[src/rtl/instr_memory.sv]
// Read-only instruction memory for the fetch stage: registered 32-bit read at pc>>2,
// preloaded with a fixed rotating hex-digit program image, zero beyond SIZE.
module instr_memory #(
  parameter int unsigned SIZE      = 64,
  parameter int unsigned WORD      = 64,
  parameter int unsigned INSTR_LEN = 32
) (
  input  logic                 clk,
  input  logic                 rst_n,
  input  logic [WORD-1:0]      pc,
  output logic [INSTR_LEN-1:0] instruction
);

  localparam int unsigned NWORDS = SIZE / 4;
  localparam int unsigned AW     = (NWORDS > 1) ? $clog2(NWORDS) : 1;
  localparam int unsigned NDIGIT = 15;

  // Word i is the digit string "123456789ABCDEF" read from index (9+i) mod 15, wrapping.
  function automatic logic [INSTR_LEN-1:0] img_word(input int unsigned i);
    logic [INSTR_LEN-1:0] w;
    w = '0;
    for (int unsigned k = 0; k < INSTR_LEN / 4; k++) begin
      w = {w[INSTR_LEN-5:0], 4'(((9 + i + k) % NDIGIT) + 1)};
    end
    return w;
  endfunction

  logic [INSTR_LEN-1:0] w_mem [NWORDS];
  logic [AW-1:0]        w_idx;
  logic                 w_in_range;
  logic [INSTR_LEN-1:0] w_rd;

  always_comb begin
    for (int unsigned i = 0; i < NWORDS; i++) begin
      w_mem[i] = img_word(i);
    end
  end

  assign w_idx      = pc[AW+1:2];
  assign w_in_range = (pc < WORD'(SIZE));

  always_comb begin
    w_rd = '0;
    if (w_in_range) begin
      w_rd = w_mem[w_idx];
    end
  end

  always_ff @(posedge clk or negedge rst_n) begin
    if (!rst_n) begin
      instruction <= '0;
    end else begin
      instruction <= w_rd;
    end
  end

endmodule

[config.mk]
export PLATFORM = sky130hd
export DESIGN_NAME = instr_memory
export DESIGN_NICKNAME = d
export VERILOG_FILES = /design/src/rtl/instr_memory.sv
export SDC_FILE = /design/constraint.sdc
export NUM_CORES = 1
export LEC_CHECK = 0
export ABC_AREA = 1
export BUFFER_PORTS_ARGS = -buffer_cell sky130_fd_sc_hd__buf_4
export CAP_MARGIN = 20
export CORE_MARGIN = 8
export CORE_UTILIZATION = 30
export DETAILED_ROUTE_END_ITERATION = 12
export PLACE_DENSITY = 0.72
export SLEW_MARGIN = 0
export SYNTH_ARGS = -nofsm -noshare
export SYNTH_HDL_FRONTEND = slang
export SYNTH_SLANG_ARGS = --single-unit
[constraint.sdc]
create_clock -name clk -period 0.8 [get_ports clk]
set_clock_uncertainty 0.2 [all_clocks]
set_input_delay 0.04 -clock clk [delete_from_list [all_inputs] [get_ports clk]]
set_output_delay 0.04 -clock clk [all_outputs]
set_load 0.02 [all_outputs]
==> impl_metrics.tcl <==
set metrics [dict create \
    slowest_stage "ha_4" \
    clk_pin_slew_ns 0.08 \
    synth_cell_types 20 \
    yosys.area.top_type "dfrtp_1" \
    fin_cells 438 \
    relSlewSlack 0.731 \
    ys.flop_type "dfrtp_1" \
    outcome "finished, violations left" \
    grt-ovfl-total 0 \
    start_kind "input port" \
    rsz0062_at_grt "true" \
    root_buffer "clkbuf_8" \
    cts_buffer_depth 2 \
    setup_viol 64 \
    vias 2057 \
    crit_family "compound AO/OA/AOI/OAI gates" \
    grt_pass1_vias 2095 \
    setup_ws_ns -0.369 \
    whs_ns -0.0202 \
    endpoint_kind "register" \
    max_stage_delay_ns 0.33 \
    hold_viol 25 \
    synth_top_cell_area_share 0.447 \
    top_register "instruction" \
    start_util 0.306 \
    ys_ff_latch 32 \
    yosys-top-cells-count "nor2_1 (70), nand2_1 (47), dfrtp_1 (32), o21ai_0 (25), ha_1 (19)" \
    ir_drop_v 0.00107 \
    crit_type "in -> reg" \
    crit_buf_inv 3 \
    grt_pass1_wl_um 10300 \
    final_core_util 0.643 \
    synth_nets 310 \
    arrival_ns 1.15 \
    viasPerCell 4.70 \
    post-dp-hpwl_um 4370 \
    cellPowerDensity_mw_per_mm2 1190 \
    fmax_mhz 855 \
    tritoncts "yes" \
    io_pins 98 \
    synth.most_common_cell "nor2_1" \
    drive_gt1_frac 0.606 \
    maxSlewViolCount 0 \
    drv_cap 0 \
    critical_path.max_fanout 5 \
    gp_congestion 0.851 \
    p_leak_nw 1.77 \
    drt-total-wl_um 7490 \
    largest_register_ffs 32 \
    grt_util_all_layers 0.155 \
    die_h_um 93.3 \
    coreArea_mm2 0.00585 \
    die_w_um 93.3 \
    drt_iter0_drc 104 \
    die-area_mm2 0.00870 \
    detail-route-antenna-nets 0 \
    cts_buffers 5 \
    layout.nets 447 \
    worst_path_most_repeated_cell "o21ai_1" \
    path_cells "buf_6 -> clkinvlp_4 -> ha_4 -> inv_6 -> a21oi_4 -> o21ai_1 -> o21ai_1 -> nor2_2" \
    cts_hold_buf 1 \
    place_inst 411 \
    first_pass_iters 4 \
    port_buffers 95 \
    synth-async-reset-ratio 1.00 \
    synth_edf_count 0 \
    hold_path_class "in -> async" \
    grt_max_degree 33 \
    wl_per_cell_um 17.1 \
    tightestPinTransition_ns 0.399 \
    cts.sinks 32 \
    syn_area_mm2 0.00179 \
    largestRegisters "instruction (32)" \
    antenna_found_initial 0 \
    period_needed_ns 1.17 \
    rows 28 \
    synthCells 225 \
    ys_seq_area_frac 0.447 \
    synthTopCellsByArea "dfrtp_1 (45%), nor2_1 (15%), ha_1 (13%)" \
    synth_area_per_cell_um2 7.96 \
    cts_htree_levels 2 \
    violations "negative hold slack, negative setup slack" \
    finalCritPeriodShare 1.46 \
    tns_ns -15.57 \
    ys_warn_count 0 \
    areaGrowthSynthToFinish_pct 110 \
    cp.required_ns 0.78 \
    diodes 0 \
    fill_cells 450 \
    drc 0 \
]
==> area by class of cell <==
type	instances	area, um^2	share of cell area
flip-flops and latches	32	801	0.213
clock inverters	1	30.0	0.00798
well taps	75	93.8	0.0249
inverters	10	60.1	0.0160
clock buffers	7	96.3	0.0256
repair buffers	137	1360	0.361
multi-input cells	176	1320	0.352
==> cell families after synthesis <==
logic type / share of synthesized area
AOI/OAI and AO/OA: 0.0957
xor gates and xnor gates: 0.00978
adders and majority gates: 0.133
buffers and inverters: 0.0496
DFF: 0.447
and+or+nand+nor: 0.265
==> power by group <==
group / internal (mW) / switching (mW) / leakage, nW
combinational: 0.593 / 0.541 / 1.26
clock: 1.10 / 0.644 / 0.0645
sequential: 1.62 / 0 / 0.447
total: 3.31 / 1.18 / 1.77
==> cells in the final DEF (no fill, tap or decap), types with 3 or more instances in the layout <==
| cell | Yosys | layout |
|---|---|---|
| nand2_1 | 47 | 43 |
| buf_12 | 0 | 3 |
| nor2_1 | 70 | 28 |
| o21ai_1 | 0 | 13 |
| nor2_4 | 0 | 26 |
| buf_6 | 3 | 64 |
| ha_1 | 19 | 9 |
| inv_1 | 9 | 4 |
| nor2_2 | 3 | 19 |
| dfrtp_1 | 32 | 32 |
| o21ai_0 | 25 | 7 |
| ha_4 | 0 | 10 |
| o21ai_2 | 0 | 5 |
| nand2_2 | 1 | 5 |
| clkbuf_8 | 0 | 7 |
| buf_4 | 0 | 65 |
==> layer usage <==
layer  global-route usage  vias to the layer above  routed length (um)
li1                     -                      982                   -
met1                0.154                      968                2620
met2                0.284                       82                4140
met3               0.0353                       25                 434
met4               0.0980                        0                 296
met5                    0                        -                   0
==> per-stage QoR <==
step	power [mW]	cell area [um^2]	hold slack (ns)	worst slack, ns
2_1_floorplan	1.97	1910	-0.456	-0.355
3_3_place_gp	2.43	2870	-0.208	-0.549
3_5_place_dp	2.44	2870	-0.202	-0.562
4_1_cts	4.33	3550	-0.0827	-0.273
5_1_grt	4.66	3760	0.0221	-0.401
6_report	4.49	3760	-0.0202	-0.369
==> final timing paths <==
path                       startpoint              end  slack [ns]  cells past startpoint
setup / recovery                pc[2]  instruction[25]       -0.37                      8
hold / removal                  rst_n   instruction[7]       -0.02                      2
max in group asynchronous       rst_n   instruction[1]        0.17                      2
min in group clk                pc[5]  instruction[27]       -0.01                      4
==> what timing repair did <==
item,4_1_cts,5_1_grt
hold endpoints to repair,38,1
buffers inserted,12,4
pin swaps,29,20
setup endpoints to repair,64,96
resized for setup,113,49
cloned,2,1
(Power assumes the default switching activity.)
